### src/rtl/seven_seg_scan_pkg.sv
// Shared constants and types for the seven-segment scan observer.
// Glyphs are active-low {dp,g,f,e,d,c,b,a} with the decimal point off.
package seven_seg_scan_pkg;

  localparam logic [7:0] GLYPH_0 = 8'hC0;
  localparam logic [7:0] GLYPH_1 = 8'hF9;
  localparam logic [7:0] GLYPH_2 = 8'hA4;
  localparam logic [7:0] GLYPH_3 = 8'hB0;
  localparam logic [7:0] GLYPH_4 = 8'h99;
  localparam logic [7:0] GLYPH_5 = 8'h92;
  localparam logic [7:0] GLYPH_6 = 8'h82;
  localparam logic [7:0] GLYPH_7 = 8'hF8;
  localparam logic [7:0] GLYPH_8 = 8'h80;
  localparam logic [7:0] GLYPH_9 = 8'h90;

  // every segment dark (dp ignored by the decoder)
  localparam logic [7:0] SEG_ALL_OFF = 8'hFF;

  localparam logic [3:0] DIG_INVALID = 4'hF;
  localparam logic [3:0] DIG_BLANK   = 4'hA;

  typedef enum logic [1:0] {IDLE, SETTLE, HOLD} cap_state_e;

  typedef enum logic [2:0] {
    SEG_A, SEG_B, SEG_C, SEG_D, SEG_E, SEG_F, SEG_G, SEG_DP
  } seg_bit_e;

endpackage

### src/rtl/seg_glyph_lut.sv
// Seven-segment pattern to BCD decoder.
// Build option SEG_BLANK_EN: an all-dark pattern decodes to DIG_BLANK as a
// legal digit (blanked leading zeros); otherwise it is flagged illegal.
module seg_glyph_lut
  import seven_seg_scan_pkg::*;
(
  input  logic [6:0] pat,
  output logic [3:0] dig,
  output logic       illegal
);

  // match the pattern against the ten legal glyphs
  always_comb begin
    dig     = DIG_INVALID;
    illegal = 1'b1;
    case (pat)
      GLYPH_0[6:0]: begin dig = 4'd0; illegal = 1'b0; end
      GLYPH_1[6:0]: begin dig = 4'd1; illegal = 1'b0; end
      GLYPH_2[6:0]: begin dig = 4'd2; illegal = 1'b0; end
      GLYPH_3[6:0]: begin dig = 4'd3; illegal = 1'b0; end
      GLYPH_4[6:0]: begin dig = 4'd4; illegal = 1'b0; end
      GLYPH_5[6:0]: begin dig = 4'd5; illegal = 1'b0; end
      GLYPH_6[6:0]: begin dig = 4'd6; illegal = 1'b0; end
      GLYPH_7[6:0]: begin dig = 4'd7; illegal = 1'b0; end
      GLYPH_8[6:0]: begin dig = 4'd8; illegal = 1'b0; end
      GLYPH_9[6:0]: begin dig = 4'd9; illegal = 1'b0; end
`ifdef SEG_BLANK_EN
      SEG_ALL_OFF[6:0]: begin dig = DIG_BLANK; illegal = 1'b0; end
`else
`endif
      default: ;
    endcase
  end

endmodule

### src/rtl/seven_seg_scan_capture.sv
// Observer for a multiplexed seven-segment display bus. Synchronises the
// pins, waits for SETTLE_CYC identical samples on a single active anode,
// decodes the digit and publishes a frame once every digit was captured.
// Build option SEG_BLANK_EN (see seg_glyph_lut) accepts blanked digits.
module seven_seg_scan_capture
  import seven_seg_scan_pkg::*;
#(
  parameter int NUM_DIG     = 6,
  parameter int SETTLE_CYC  = 4,
  parameter int SYNC_STAGES = 2,
  parameter int TIMEOUT_CYC = 1048576
) (
  input  logic                 clk,
  input  logic                 rst_n,
  input  logic [7:0]           seg_in,
  input  logic [NUM_DIG-1:0]   an_in,
  output logic [4*NUM_DIG-1:0] digits_out,
  output logic [NUM_DIG-1:0]   dp_out,
  output logic [NUM_DIG-1:0]   invalid_out,
  output logic                 frame_valid,
  output logic                 anode_err,
  output logic                 stalled
);

  localparam int             TW         = $clog2(TIMEOUT_CYC + 1);
  localparam logic [TW-1:0]  TO_MAX     = TW'(TIMEOUT_CYC);
  localparam logic [7:0]     SETTLE_TGT = 8'(SETTLE_CYC);

  logic [SYNC_STAGES-1:0][7:0]         seg_pipe;
  logic [SYNC_STAGES-1:0][NUM_DIG-1:0] an_pipe;
  logic [7:0]                          s_seg, prev_seg;
  logic [NUM_DIG-1:0]                  s_an, prev_an, an_lo;
  logic                                one_hot, multi_hot, changed;

  cap_state_e state, state_nxt;
  logic [7:0] cnt, cnt_nxt;
  logic       cap;

  logic [3:0] lut_dig;
  logic       lut_ill;

  logic [NUM_DIG-1:0][3:0] sh_dig;
  logic [NUM_DIG-1:0]      sh_dp, sh_inv, mask, mask_nxt;
  logic                    pub_pend;
  logic [TW-1:0]           to_cnt;

  // input synchroniser; resets to the idle bus (all lines high)
  always_ff @(posedge clk or negedge rst_n) begin
    if (!rst_n) begin
      seg_pipe <= '1;
      an_pipe  <= '1;
    end else begin
      seg_pipe <= {seg_pipe[SYNC_STAGES-2:0], seg_in};
      an_pipe  <= {an_pipe[SYNC_STAGES-2:0], an_in};
    end
  end

  assign s_seg = seg_pipe[SYNC_STAGES-1];
  assign s_an  = an_pipe[SYNC_STAGES-1];

  // previous synchronised sample for stability detection
  always_ff @(posedge clk or negedge rst_n) begin
    if (!rst_n) begin
      prev_seg <= '1;
      prev_an  <= '1;
    end else begin
      prev_seg <= s_seg;
      prev_an  <= s_an;
    end
  end

  assign an_lo     = ~s_an;
  assign one_hot   = (an_lo != '0) && ((an_lo & (an_lo - NUM_DIG'(1))) == '0);
  assign multi_hot = (an_lo != '0) && !one_hot;
  assign changed   = (s_seg != prev_seg) || (s_an != prev_an);

  // settle FSM state register
  always_ff @(posedge clk or negedge rst_n) begin
    if (!rst_n) begin
      state <= IDLE;
      cnt   <= '0;
    end else begin
      state <= state_nxt;
      cnt   <= cnt_nxt;
    end
  end

  // settle FSM: count identical samples, capture once when the target is hit
  always_comb begin
    state_nxt = state;
    cnt_nxt   = cnt;
    cap       = 1'b0;
    if (!one_hot) begin
      state_nxt = IDLE;
      cnt_nxt   = '0;
    end else begin
      case (state)
        IDLE:    begin state_nxt = SETTLE; cnt_nxt = 8'd1; end
        SETTLE:  cnt_nxt = changed ? 8'd1 : cnt + 8'd1;
        HOLD:    if (changed) begin state_nxt = SETTLE; cnt_nxt = 8'd1; end
        default: begin state_nxt = IDLE; cnt_nxt = '0; end
      endcase
      if (state_nxt == SETTLE && cnt_nxt == SETTLE_TGT) begin
        cap       = 1'b1;
        state_nxt = HOLD;
        cnt_nxt   = '0;
      end
    end
  end

  seg_glyph_lut u_lut (
    .pat     (s_seg[6:0]),
    .dig     (lut_dig),
    .illegal (lut_ill)
  );

  // a publish clears the mask first so a same-cycle capture starts the next frame
  always_comb begin
    mask_nxt = pub_pend ? '0 : mask;
    if (cap) mask_nxt = mask_nxt | an_lo;
  end

  // shadow frame: capture writes the selected digit, later recaptures overwrite
  always_ff @(posedge clk or negedge rst_n) begin
    if (!rst_n) begin
      sh_dig   <= '0;
      sh_dp    <= '0;
      sh_inv   <= '0;
      mask     <= '0;
      pub_pend <= 1'b0;
    end else begin
      for (int i = 0; i < NUM_DIG; i++) begin
        if (cap && an_lo[i]) begin
          sh_dig[i] <= lut_dig;
          sh_dp[i]  <= ~s_seg[SEG_DP];
          sh_inv[i] <= lut_ill;
        end
      end
      mask     <= mask_nxt;
      pub_pend <= cap && (&mask_nxt);
    end
  end

  // published frame, updated only one cycle after the completing capture
  always_ff @(posedge clk or negedge rst_n) begin
    if (!rst_n) begin
      digits_out  <= '0;
      dp_out      <= '0;
      invalid_out <= '0;
      frame_valid <= 1'b0;
    end else begin
      frame_valid <= pub_pend;
      if (pub_pend) begin
        digits_out  <= sh_dig;
        dp_out      <= sh_dp;
        invalid_out <= sh_inv;
      end
    end
  end

  // sticky flag for overlapping anodes
  always_ff @(posedge clk or negedge rst_n) begin
    if (!rst_n) anode_err <= 1'b0;
    else if (multi_hot) anode_err <= 1'b1;
  end

  // saturating no-capture counter
  always_ff @(posedge clk or negedge rst_n) begin
    if (!rst_n) to_cnt <= '0;
    else if (cap) to_cnt <= '0;
    else if (to_cnt != TO_MAX) to_cnt <= to_cnt + TW'(1);
  end

  assign stalled = (to_cnt >= TO_MAX);

endmodule

### config.mk
export PLATFORM = sky130hd
export DESIGN_NAME = seven_seg_scan_capture
export DESIGN_NICKNAME = d
export VERILOG_FILES = /design/src/rtl/seven_seg_scan_pkg.sv /design/src/rtl/seg_glyph_lut.sv /design/src/rtl/seven_seg_scan_capture.sv
export SDC_FILE = /design/constraint.sdc
export NUM_CORES = 1
export LEC_CHECK = 0
export CORE_MARGIN = 2
export CORE_UTILIZATION = 52
export CTS_CLUSTER_DIAMETER = 120
export CTS_CLUSTER_SIZE = 8
export DETAILED_ROUTE_END_ITERATION = 7
export PLACE_DENSITY = 0.73
export SETUP_SLACK_MARGIN = 0.1
export SLEW_MARGIN = 30
export SYNTH_ARGS = -nofsm -noshare
export SYNTH_HDL_FRONTEND = slang
export SYNTH_SLANG_ARGS = --single-unit
### constraint.sdc
create_clock -name clk -period 4.65 [get_ports clk]
set_input_delay 0.93 -clock clk [delete_from_list [all_inputs] [get_ports clk]]
set_output_delay 0.93 -clock clk [all_outputs]
set_load 0.005 [all_outputs]
==> results.md, run 1 <==
- The number of DRC violations after detailed-routing iteration 0 is 225.
- The cell count of the worst reg-to-reg path is 6.
- The slew at the pin closest to its max-slew limit is 0.8758 ns.
- For this run, design rule violations remaining after detail routing come to 0.
- The flow ran to the end, and the final reports show no timing, DRC or antenna violations.
- The total CTS buffers is 17.
- STA classifies the critical path startpoint as a flop.
- Using the TritonRoute via totals, the vias-per-cell ratio works out to 5.374.
- The cell count along the critical path is 6.
- The biggest area contributor in the post-synthesis netlist is dfrtp_1.
- The number of failing hold endpoints at the final stage is 0.
- The worst setup path is captured at a flop.
- The count of inserted antenna diode cells is 0.
- The worst hold path passes through 0 cells.
- Data on the critical path arrives at its endpoint at 3.18 ns.
- The clock tree buffer depth is 2.
- The delay of the slowest cell on the worst path is 0.58 ns.
- At the placement stage, the worst setup path has a slack of 1.797 ns.
- The synthesized design devotes to its leading area cell type 42.33% of total area.
- The residual antenna-violating net count after detailed routing is 0.
- The number of gates resized after cts is 0.
- The global-route wire length before repair is 20.04 mm.
- The clock slew at the register clock pins of the worst setup and hold paths is 0.06 ns.
- For this run, the detailed router's first-pass iteration total came to 4.
- The worst setup skew after layout is 0.007817 ns.
- Synthesis produced a netlist whose cell count is 511.
- The wire length reported by the detailed router is 12.07 mm.
- The synthesized design contains 0 enable-type register cells.
- From synthesis to final layout, the design area changed by 21.05%.
- The register area share after synthesis is 58.99%.
- After synthesis, the mean cell area works out to 12.96 sq um.
- The worst path uses 62.00% of the clock period.
- The HPWL reported at the end of detailed placement is 8.093 mm.
- At the end of the flow, the number of nets in the layout was 580.
- The relative slew slack is 41.00%.
- For this run the aggregate overflow at the end of global routing stands at 0.
- In this run, synthesis produced a sequential element count of 154.
- In the final routed layout, each cell accounts on average for 16.18 um.
- Setup repair after global routing left no endpoint under its margin.
- For the worst-skew pair, the clock arrives at the later sink with an insertion delay of 0.42 ns.
- Buffers inserted to repair hold after CTS numbered 0.
- The areal power density over the cells is 387.3 mW/mm^2.
- Counting flops with an async set or reset pin after synthesis yields a share of 100.0%.
- After routing, the total negative slack on setup checks comes to 0 ns.
- The congestion estimate from routability-driven global placement came to 0.8271.
- The number of global-route vias before repair is 3,960.
- The number of antenna violations at the first check in global routing is 0.
- The kind of critical path is flop to flop.
- In this run the worst path has a maximum fanout of 12.
- Across the VDD grid, the largest voltage drop is 0.3307 mV.
- CTS saw 154 sinks.
- The ratio of cells with drive above 1 in the final layout is 27.53%.
- The critical path goes through ha_1 > a21boi_0 > nor4b_4 > o2111ai_4 > nor4_4 > mux2_2.
- The worst-path cell with the longest stage delay is nor4_4.
- From left edge to right edge, the die measures 116.8 um.
- Subtracting the final worst setup slack from the clock period gives 2.883 ns.
- The synthesized netlist contains 55 unique library cells.
- The kind of cell with the highest combined delay along the critical path is simple AND/OR/NAND/NOR gates.
- Yosys printed 0 warnings.
- The tree is rooted in a clkbuf_16.
- In the post-route analysis, the smallest setup slack over all paths is 1.767 ns.
- After clock tree synthesis, the setup repair step added 0 buffers.
- 55 I/O pins were placed.
- Entering global routing, the biggest net connects 118 pins.
- The cell area after synthesis is 0.006621 sq mm.
- The net count after synthesis is 530.
- The max-slew violation count came to 0.
- Row generation in the floorplan step produced 41 rows.
- The initial utilization of the core area, before any placement, comes to 52.90%.
- The die height is 116.8 um.
- For this design the static power due to leakage is 0.003492 uW.
- The TritonCTS clock tree is yes.
- Yosys instantiated no cell more often than dfrtp_1.
- The number of levels the H-tree was split into is 4.
- After floorplanning, the core was sized to cover 0.01252 sq mm.
- By area the synthesized netlist is led by dfrtp_1 (42%), dfstp_2 (17%), mux2_2 (11%), xor2_1 (3.4%), nor2_1 (2.5%).
- The data required time of the worst path is 4.95 ns.
- Ranked by instance count, the synthesized netlist is headed by dfrtp_1 (112), mux2_2 (66), nor2_1 (44).
- Global routing consumed, over all layers together, 19.25% of the routing resources.
- The maximum operating frequency is 346.9 MHz.
- The path class of the tightest hold or removal check is flop to flop.
- The area of the die is 0.01365 sq mm.
- The count of max-cap constraint violations is 0.
- The combined buffer and inverter count along the critical path is 0.
- The final setup violation count is 0.
- Buffers placed on the I/O ports in this run total 54.
- Counting the fill cells in the layout gives 971.
- In the synthesized netlist the dominant register cell turns out to be dfrtp_1.
- The number of vias after detailed routing is 4,009.
==> stage by stage <==
step	instance area [sq um]	cells	util, %	hold WS, ns	total power [uW]
5_1_grt	8015	746	64.03	0.3566	3213
6_report	8015	746	64.03	0.3504	3104
2_1_floorplan	6621	511	-	0.3452	1456
3_3_place_gp	7295	714	58.28	0.3458	1502
4_1_cts	8004	746	63.94	0.3528	3139
3_5_place_dp	7298	714	58.31	0.3468	1506
==> layout by cell type, fill, tap and decap left out, drive strengths merged, types with 6 or more instances in the layout <==
cell type      netlist  layout
a22oi                6       6
bufinv               0       7
clkdlybuf4s50        0      53
nand3               22      22
xor2                26      26
xnor2               15      15
dfstp               42      42
nor2                44      44
a21o                 7       7
clkbuf              14      18
mux2i                7       7
inv                 16      18
nor4                15      15
nand2b               6       6
nor3                 7       7
nand2               17      17
mux2                66      66
dfrtp              112     112
nand4                8       8
==> report_power, final <==
part	switching (uW)	leakage [uW]	internal, uW
Sequential	25.6	0.00199	1380
Combinational	50.7	0.00117	30.8
Clock	542	0.000336	1080
==> registers in the layout, summed over array words and instances, names as in the netlist, 8 cells and up <==
signal      flops
cnt             8
digits_out     24
prev_seg        8
s_seg           8
seg_pipe        8
sh_dig         24
to_cnt         21
==> final timing paths <==
kind	from	to	slack, ns
hold / removal	seg_pipe[1]$_DFF_PN1_	s_seg[1]$_DFF_PN1_	0.35
max in group asynchronous	rst_n	seg_pipe[7]$_DFF_PN1_	3.03
setup / recovery	cnt[0]$_DFF_PN0_	sh_dig[23]$_DFFE_PN0P_	1.77
min in group asynchronous	rst_n	cnt[4]$_DFF_PN0_	0.57
hold reg to reg	seg_pipe[1]$_DFF_PN1_	s_seg[1]$_DFF_PN1_	0.35
setup reg to reg	cnt[0]$_DFF_PN0_	sh_dig[23]$_DFFE_PN0P_	1.77
==> per-layer routing <==
layer,track usage [%],part of all wire (%),wire [um]
met1,27.48,48,5805
met2,28.75,47,5636
met3,5.355,3.8,458
met4,6.431,1.4,170
met5,0,0,0
==> cells by family after synthesis <==
kind of cell	after synthesis	synth area share, %
multiplexers	73	12.28
AND/OR/NAND/NOR	152	14.34
flip-flops	154	58.99
AO/OA/AOI/OAI	45	5.631
buffers and inverters	42	2.608
adder cells (fa/ha/maj)	4	0.7181
XOR/XNOR	41	5.423
==> cell type report <==
class                      count  area, sq um  share of cell area (%)
timing repair buffer          57        568.0                   7.087
multi-input combinational    315         2560                   31.94
tap                          172        215.2                   2.685
clock buffer                  18        439.2                   5.479
sequential                   154         3906                   48.74
clock inverter                14        266.5                   3.325
inverter                      16        60.06                  0.7493
Power figures use the tool's default switching activity.
==> run 2: changes to the inputs <==
- PLACE_DENSITY: 0.73 -> 0.76
- clock period: 4.65 -> 2.4 ns (I/O delays scaled with it)
==> run 2 against run 1 <==
Power grew 75%. First-iteration DRC count increased by 23%. Via count increased by 9.1%. Sequential share of layout area is 2.9 points lower. Worst setup slack got worse by 1.7 ns. Critical path type unchanged. Largest cell class unchanged. Largest power group is now sequential cells.
==> results.md, run 2 (synthesized netlist as in run 1, its figures left out) <==
- The data required time of the worst path was 2.71 ns (was 4.95 ns).
- The ratio of final minimum period to clock period is 97.91% (was 62.00%).
- The standard cell area after detailed placement is 0.007669 sq mm (was 0.007298 sq mm).
- The worst slack at placement is 0.05841 ns (was 1.797 ns).
- The ratio of cells with drive above 1 in the final layout is 35.04% (was 27.53%).
- The combinational cell fraction of total power is 4.2% (was 2.6%).
- The number of DRC violations after detailed-routing iteration 0 is 276 (was 225).
- The number of clock sinks was 154 (unchanged).
- The endpoint type of the worst setup path is a flop (unchanged).
- The HPWL reported at the end of detailed placement is 8.857 mm (was 8.093 mm).
- The areal power density over the cells is 635.6 mW/mm^2 (was 387.3 mW/mm^2).
- The post-layout minimum cycle time is 2.350 ns (was 2.883 ns).
- The via count normalized by instance count came to 5.487 (was 5.374).
- The worst voltage drop across the vdd grid came to 0.5313 mV (was 0.3307 mV).
- The final cell area excluding filler cells is 0.008527 sq mm (was 0.008015 sq mm).
- The area growth from synthesis to layout came to 28.78% (was 21.05%).
- The slew at the pin closest to its max-slew limit is 0.9310 ns (was 0.8758 ns).
- The final RePlAce weighted congestion is 0.8701 (was 0.8271).
- The share of total power in sequential cells is 49.7% (was 45.1%).
- The TritonCTS clock tree was yes (unchanged).
- The clock tree buffer depth is 2 (unchanged).
- The kind of critical path is flop to flop (unchanged).
- The row count is 41 (unchanged).
- The area used by sequential logic in the layout was 0.003908 sq mm (was 0.003906 sq mm).
- The setup slack of the critical path after layout came to 0.05014 ns (was 1.767 ns).
- The relative slew slack was 37.93% (was 41.00%).
- The area of the die is 0.01365 sq mm (unchanged).
- The final non-filler cell total came to 797 (was 746).
- The clock slew at the register clock pins of the worst setup and hold paths was 0.06 ns (about the same).
- The count of buffers inserted at the top-level ports is 54 (unchanged).
- The routed wire length per instance is 17.23 um (was 16.18 um).
- The endpoint of the worst-slack reg-to-reg timing path is sh_dig[16]$_DFFE_PN0P_ (was sh_dig[23]$_DFFE_PN0P_).
- The fraction of power spent switching nets is 23.06% (was 19.91%).
- The area used by multi-input combinational logic is 0.002723 sq mm (was 0.002560 sq mm).
- The worst setup skew after layout came to 0.01037 ns (was 0.007817 ns).
- The count of max-cap constraint violations is 0 (unchanged).
- The global-route wire length before repair was 22.16 mm (was 20.04 mm).
- The design internal power is 4170 uW (was 2486 uW).
- The path type of the worst min-delay path is primary input to async pin (was flop to flop).
- The number of failing hold endpoints at the final stage is 0 (unchanged).
- The leakage power figure is 0.003778 uW (was 0.003492 uW).
- The post-layout utilization of the core is 68.12% (was 64.03%).
- The master cell of the clock root buffer is clkbuf_16 (unchanged).
- The post-route DRC violation count is 0 (unchanged).
- The post-placement cell count is 750 (was 714).
- The end point of the critical path is sh_dig[16]$_DFFE_PN0P_ (was sh_dig[23]$_DFFE_PN0P_).
- The number of vias after detailed routing came to 4,373 (was 4,009).
- The total routing resource utilization after global routing is 21.45% (was 19.25%).
- The latest clock arrival within the worst-skew pair is 0.42 ns (about the same).
- The residual antenna-violating net count after detailed routing is 0 (unchanged).
- The cell count of the worst reg-to-reg path is 8 (was 6).
- The wire length reported by the detailed router is 13.73 mm (was 12.07 mm).
- The largest net degree at the start of global routing is 57 (was 118).
- The data arrival time of the worst path is 2.65 ns (was 3.18 ns).
- The maximum operating frequency is 425.6 MHz (was 346.9 MHz).
- The die height is 116.8 um (unchanged).
- The register-to-register setup slack is 0.05 ns (was 1.77 ns).
- The startpoint class of the critical path was a flop (unchanged).
- The switching power is 1249 uW (was 618.0 uW).
- Setup repair after global routing missed its margin: yes (was no).
- The clock power share is 46.1% (was 52.2%).
- The first-pass detailed-route iteration total is 5 (was 4).
- The most common cell after layout, fill and taps aside is dfrtp_1 (unchanged).
- Highest-count cells in the layout ignoring fill and taps: dfrtp_1 (111), clkdlybuf4s50_1 (53), nor2_1 (44) (was dfrtp_1 (112), mux2_2 (66), clkdlybuf4s50_1 (53)).
- The number of fill cells in the layout is 873 (was 971).
- The core footprint was 0.01252 sq mm (unchanged).
- The starting density of the core is 52.90% (unchanged).
- The net total in the final layout is 631 (was 580).
- The first element of the critical path is s_seg[0]$_DFF_PN1_ (was cnt[0]$_DFF_PN0_).
- The launch instance of the worst register-to-register path is s_seg[0]$_DFF_PN1_ (was cnt[0]$_DFF_PN0_).
- The total CTS buffers is 17 (unchanged).
- The number of global-route vias before repair is 4,422 (was 3,960).
- The count of inserted antenna diode cells is 0 (unchanged).
- The overflow left after global routing is 0 (unchanged).
- The number of top-level design ports was 55 (unchanged).
- The number of antenna violations at the first check in global routing is 0 (unchanged).
- The number of levels the H-tree was split into is 4 (unchanged).
- The floorplan die width came to 116.8 um (unchanged).
- Biggest regs: digits_out x24, sh_dig x24, to_cnt x21 (unchanged).
- The final setup violation count came to 0 (unchanged).
- The peak fanout along the critical path is 5 (was 12).
- The hold slack is 0.02009 ns (was 0.3504 ns).
- Status: complete, no violations (unchanged).
- The max-slew violation count was 0 (unchanged).
==> run 2: layout make-up <==
cell class                      count  area share (%)
Clock inverter                     12           1.042
Sequential cell                   154           45.83
Clock buffer                       20           5.488
Inverter                           16          0.7043
Tap cell                          172           2.524
Timing Repair Buffer              108           12.49
Multi-Input combinational cell    315           31.93
==> run 2: metal layers <==
layer  GRT usage (%)  share of wire [%]
met1           26.89                 43
met2           35.41                 51
met3           6.643                3.9
met4           7.765                1.9
met5               0                  0
==> run 2: stage by stage <==
step	TNS [ns]	power (uW)
floorplan	-0.07449	2830
global placement	0	2941
detailed placement	0	2952
CTS	0	5453
global route	-0.4239	5620
finish	0	5419
==> run 2: worst min path at each step <==
stage,slack [ns],start,cells after the start,to
after floorplan,0.18,rst_n,0,anode_err$_DFFE_PN0P_
after global placement,0.35,seg_pipe[2]$_DFF_PN1_,0,s_seg[2]$_DFF_PN1_
after detailed placement,0.35,seg_pipe[0]$_DFF_PN1_,0,s_seg[0]$_DFF_PN1_
after CTS,0.03,rst_n,1,cnt[0]$_DFF_PN0_
after global routing,0.05,rst_n,1,cnt[0]$_DFF_PN0_
final,0.02,rst_n,1,cnt[0]$_DFF_PN0_
==> run 2: power groups by stage <==
stage | sequential, uW | combinational, uW | clock, uW
global route | 2700 | 252 | 2670
floorplan | 2720 | 106 | 0
finish | 2690 | 227 | 2500
detailed placement | 2740 | 213 | 0
CTS | 2690 | 218 | 2540
global placement | 2740 | 205 | 0
==> run 2: critical path: stages, from the launching register on <==
cell and delay [ns]:
dfstp_2 0.55, xor2_2 0.06, nor4_2 0.32, buf_4 0.19, nand4_4 0.11, buf_12 0.18, nor4_4 0.33, buf_6 0.18
mux2_4 0.30
==> run 2: repair_timing <==
item / 4_1_cts / 5_1_grt
cloned: 0 / 1
endpoints found under the hold margin: 0 / 0
setup buffers: 5 / 9
pin swaps: 1 / 8
hold buffers: 0 / 0
gates resized for setup: 5 / 39
setup endpoints to repair: 24 / 59
==> run 3: changes to the inputs <==
- ABC_AREA: default -> 1
- CAP_MARGIN: default -> 15
- PLACE_DENSITY: 0.76 -> 0.8
==> run 3 against run 2 <==
The run now ends with negative setup slack left. Synthesized cell count increased by 47%. Power increased by 4.4%. Combinational power increased by 7%. Global-route usage increased by 0.19 points. Utilization increased by 3.3 points. Sequential power about the same. Die area unchanged. Clock-buffer cell count decreased by 3. Maximum frequency decreased by 7.0%. Hold slack improved by 0.011 ns. Register-to-register slack got worse by 0.18 ns. First-iteration DRC count increased by 71%. Critical path type unchanged. Largest cell class unchanged.
==> results.md, run 3 <==
- The dominant combinational cell family by area after synthesis is simple AND/OR/NAND/NOR gates (unchanged).
- The share of total power in sequential cells was 47.4% (was 49.7%).
- The number of failing hold endpoints at the final stage is 0 (unchanged).
- The leakage power figure is 0.004517 uW (was 0.003778 uW).
- The number of fill cells in the layout came to 859 (was 873).
- The total CTS buffers was 17 (unchanged).
- The number of library cell types mapped by synthesis was 40 (was 55).
- The async set or reset register ratio after synthesis is 100.0% (unchanged).
- The most common cell after layout, fill and taps aside was nand2_1 (was dfrtp_1).
- The post-layout minimum cycle time is 2.528 ns (was 2.350 ns).
- The routed wire length per instance is 13.86 um (was 17.23 um).
- The warning count from the yosys run is 0 (unchanged).
- The total of hold buffers inserted after clock tree synthesis is 0 (unchanged).
- The via count normalized by instance count is 5.035 (was 5.487).
- The simple-gate portion of the synthesized area was 25.02% (was 14.34%).
- The number of antenna violations at the first check in global routing is 0 (unchanged).
- The adder and majority gate portion of the synthesized area is 0.5669% (was 0.7181%).
- The most frequent cell after synthesis is nand2_1 (was dfrtp_1).
- The largest net degree at the start of global routing came to 60 (was 57).
- The worst setup skew after layout is 0.008222 ns (was 0.01037 ns).
- The worst voltage drop across the vdd grid came to 0.7191 mV (was 0.5313 mV).
- The launch instance of the worst register-to-register path is s_seg[7]$_DFF_PN1_ (was s_seg[0]$_DFF_PN1_).
- The cell area after synthesis is 0.006621 sq mm (unchanged).
- The endpoint type of the worst setup path is a flop (unchanged).
- The path type of the worst min-delay path is primary input to async pin (unchanged).
- The worst-path cell with the longest stage delay was dfstp_2 (unchanged).
- The latest clock arrival within the worst-skew pair is 0.43 ns (was 0.42 ns).
- The HPWL reported at the end of detailed placement came to 9.294 mm (was 8.857 mm).
- The number of flops mapped to enable cells by yosys is 0 (unchanged).
- The row count came to 41 (unchanged).
- The most frequent cell on the critical path is nand2_1.
- Highest-count cells in the layout ignoring fill and taps: nand2_1 (223), dfrtp_1 (112), inv_1 (65) (was dfrtp_1 (111), clkdlybuf4s50_1 (53), nor2_1 (44)).
- The switching power was 1321 uW (was 1249 uW).
- The count of inserted antenna diode cells is 0 (unchanged).
- The prevailing post-synth register cell is dfrtp_1 (unchanged).
- The total routing resource utilization after global routing is 21.64% (was 21.45%).
- The final setup violation count is 53 (was 0).
- The combined buffer and inverter count along the critical path is 5 (was 3).
- The net count after synthesis came to 770 (was 530).
- The master cell of the clock root buffer is clkbuf_16 (unchanged).
- The area growth from synthesis to layout is 34.96% (was 28.78%).
- The fraction of the mapped netlist area in compound gates is 5.858% (was 5.631%).
- The die height is 116.8 um (unchanged).
- The delay of the slowest cell on the worst path is 0.56 ns (was 0.55 ns).
- The total of flip-flops plus latches after synthesis is 154 (unchanged).
- The post-route DRC violation count is 0 (unchanged).
- The combinational cell fraction of total power was 4.3% (was 4.2%).
- The post-synthesis mux area share is 0% (was 12.28%).
- The area share of the largest cell type after synthesis is 42.33% (unchanged).
- The number of DRC violations after detailed-routing iteration 0 is 472 (was 276).
- The cell count of the worst reg-to-reg path was 17 (was 8).
- The maximum operating frequency is 395.6 MHz (was 425.6 MHz).
- The count of max-cap constraint violations is 0 (unchanged).
- The peak fanout along the critical path is 8 (was 5).
- The clock tree buffer depth is 2 (unchanged).
- The count of buffers inserted at the top-level ports came to 54 (unchanged).
- The starting density of the core is 52.90% (unchanged).
- The residual antenna-violating net count after detailed routing came to 0 (unchanged).
- The final RePlAce weighted congestion is 0.9542 (was 0.8701).
- The area of the die is 0.01365 sq mm (unchanged).
- The core footprint is 0.01252 sq mm (unchanged).
- The final non-filler cell total is 1,070 (was 797).
- The data required time of the worst path is 2.72 ns (was 2.71 ns).
- The relative slew slack is 64.64% (was 37.93%).
- The register-to-register setup slack is -0.13 ns (was 0.05 ns).
- The design internal power was 4334 uW (was 4170 uW).
- The slew at the pin closest to its max-slew limit came to 0.5170 ns (was 0.9310 ns).
- The number of top-level design ports came to 55 (unchanged).
- The register area share after synthesis came to 58.99% (unchanged).
- Leading post-synthesis cells by instance count: nand2_1 (250), dfrtp_1 (112), inv_1 (65) (was dfrtp_1 (112), mux2_2 (66), nor2_1 (44)).
- The most area-hungry cell type in the Yosys netlist is dfrtp_1 (unchanged).
- The first-pass detailed-route iteration total is 5 (unchanged).
- The net total in the final layout was 904 (was 631).
- The clock slew at the register clock pins of the worst setup and hold paths is 0.07 ns (was 0.06 ns).
- The kind of critical path was flop to flop (unchanged).
- The max-slew violation count was 0 (unchanged).
- The number of vias after detailed routing was 5,387 (was 4,373).
- The areal power density over the cells is 632.9 mW/mm^2 (was 635.6 mW/mm^2).
- Setup repair after global routing missed its margin: yes (unchanged).
- The startpoint class of the critical path was a flop (unchanged).
- The sum of negative setup slack was -2.449 ns (was 0 ns).
- The mean instance size in the synthesized netlist came to 8.817 sq um (was 12.96 sq um).
- The final cell area excluding filler cells is 0.008936 sq mm (was 0.008527 sq mm).
- The wire length reported by the detailed router was 14.83 mm (was 13.73 mm).
- The TritonCTS clock tree is yes (unchanged).
- The clock power share is 48.3% (was 46.1%).
- The number of clock sinks is 154 (unchanged).
- The endpoint of the worst-slack reg-to-reg timing path is sh_dig[13]$_DFFE_PN0P_ (was sh_dig[16]$_DFFE_PN0P_).
- Biggest regs: digits_out x24, sh_dig x24, to_cnt x21 (unchanged).
- The global-route wire length before repair is 22.71 mm (was 22.16 mm).
- Status: finished, violations left (was complete, no violations).
- The post-synthesis xor/xnor area fraction is 1.587% (was 5.423%).
- The checks that failed: negative setup slack.
- The ratio of cells with drive above 1 in the final layout is 31.07% (was 35.04%).
- The gate count of the mapped netlist is 751 (was 511).
- The number of levels the H-tree was split into is 4 (unchanged).
- The fraction of power spent switching nets came to 23.37% (was 23.06%).
- The post-placement cell count is 1,019 (was 750).
- The data arrival time of the worst path came to 2.84 ns (was 2.65 ns).
- The standard cell area after detailed placement is 0.007787 sq mm (was 0.007669 sq mm).
- Largest cells by area after synthesis: dfrtp_1 (42%), dfstp_2 (17%), nand2_1 (14%), inv_1 (3.7%), inv_2 (2.9%) (was dfrtp_1 (42%), dfstp_2 (17%), mux2_2 (11%), xor2_1 (3.4%), nor2_1 (2.5%)).
- The ratio of final minimum period to clock period is 105.3% (was 97.91%).
- The setup slack of the critical path after layout was -0.1277 ns (was 0.05014 ns).
- The family of cells with the greatest summed delay on the critical path is simple AND/OR/NAND/NOR gates (unchanged).
- The number of global-route vias before repair is 4,987 (was 4,422).
- The cell count along the critical path came to 17 (was 8).
- The overflow left after global routing is 0 (unchanged).
- The floorplan die width is 116.8 um (unchanged).
- The end point of the critical path is sh_dig[13]$_DFFE_PN0P_ (was sh_dig[16]$_DFFE_PN0P_).
- List of cells traversed by the critical path: inv_2 > nand2_1 > nand2_1 > nor2_1 > nand2_2 > nor2_4 > buf_12 > nand4_1 > a21oi_2 > nand2_1 > nor2_4 > buf_12 > buf_6 > nand3_4 > clkinvlp_4 > nand2_1 > o21a_1 (was xor2_2 > nor4_2 > buf_4 > nand4_4 > buf_12 > nor4_4 > buf_6 > mux2_4).
- The first element of the critical path is s_seg[7]$_DFF_PN1_ (was s_seg[0]$_DFF_PN1_).
==> run 3: timing repair <==
action	in CTS	in global routing
gates cloned	1	3
pin swaps	3	11
setup buffers	6	10
resized for setup	11	96
endpoints found under the setup margin	61	69
==> run 3: worst min path at each step <==
stage                                   endpoint                 start
after CTS                 to_cnt[18]$_DFFE_PN0P_                 rst_n
final                           cnt[3]$_DFF_PN0_                 rst_n
after detailed placement       s_an[5]$_DFF_PN1_  an_pipe[5]$_DFF_PN1_
after floorplan            anode_err$_DFFE_PN0P_                 rst_n
after global placement         s_an[3]$_DFF_PN1_  an_pipe[3]$_DFF_PN1_
after global routing       anode_err$_DFFE_PN0P_                 rst_n
==> run 3: cells by family (layout without fill, tap and decap cells) <==
logic type / count (synthesis) / after routing
buffers and inverters: 133 / 280
AOI/OAI and AO/OA: 64 / 64
and+or+nand+nor: 385 / 385
xor gates and xnor gates: 12 / 12
adders and majority gates: 3 / 3
DFF: 154 / 154
==> run 3: final cells by class <==
class / count / area, sq um / share of cell area [%]
clock buffer: 17 / 425.4 / 4.761
clock inverter: 15 / 182.7 / 2.044
inverter: 117 / 466.7 / 5.223
multi-input combinational: 464 / 2472 / 27.67
sequential: 154 / 3906 / 43.71
tap: 172 / 215.2 / 2.408
timing repair buffer: 128 / 1246 / 13.95
timing repair inverter: 3 / 21.27 / 0.2380
==> run 3: power groups by stage <==
stage,sequential (uW),combinational (uW),clock [uW]
3_3_place_gp,2730,214,0
6_report,2680,244,2730
2_1_floorplan,2730,66.8,0
5_1_grt,2690,271,2880
3_5_place_dp,2730,219,0
4_1_cts,2680,223,2780
==> run 3: metrics by stage <==
stage               power, uW  hold slack (ns)  setup slack [ns]  util [%]
floorplan                2798           0.1844            0.1047         -
global placement         2939           0.3456         -0.004882     62.22
detailed placement       2947           0.3468          -0.08955     62.22
CTS                      5685          0.02969          -0.07821     67.78
global route             5838          0.05954           -0.2858     71.39
finish                   5655          0.03069           -0.1277     71.39
==> run 3: layer usage <==
metal  global-route usage [%]  share of wire, %
met1                    28.24                42
met2                    34.26                50
met3                    5.561               4.8
met4                    10.04               2.3
met5                        0                 0
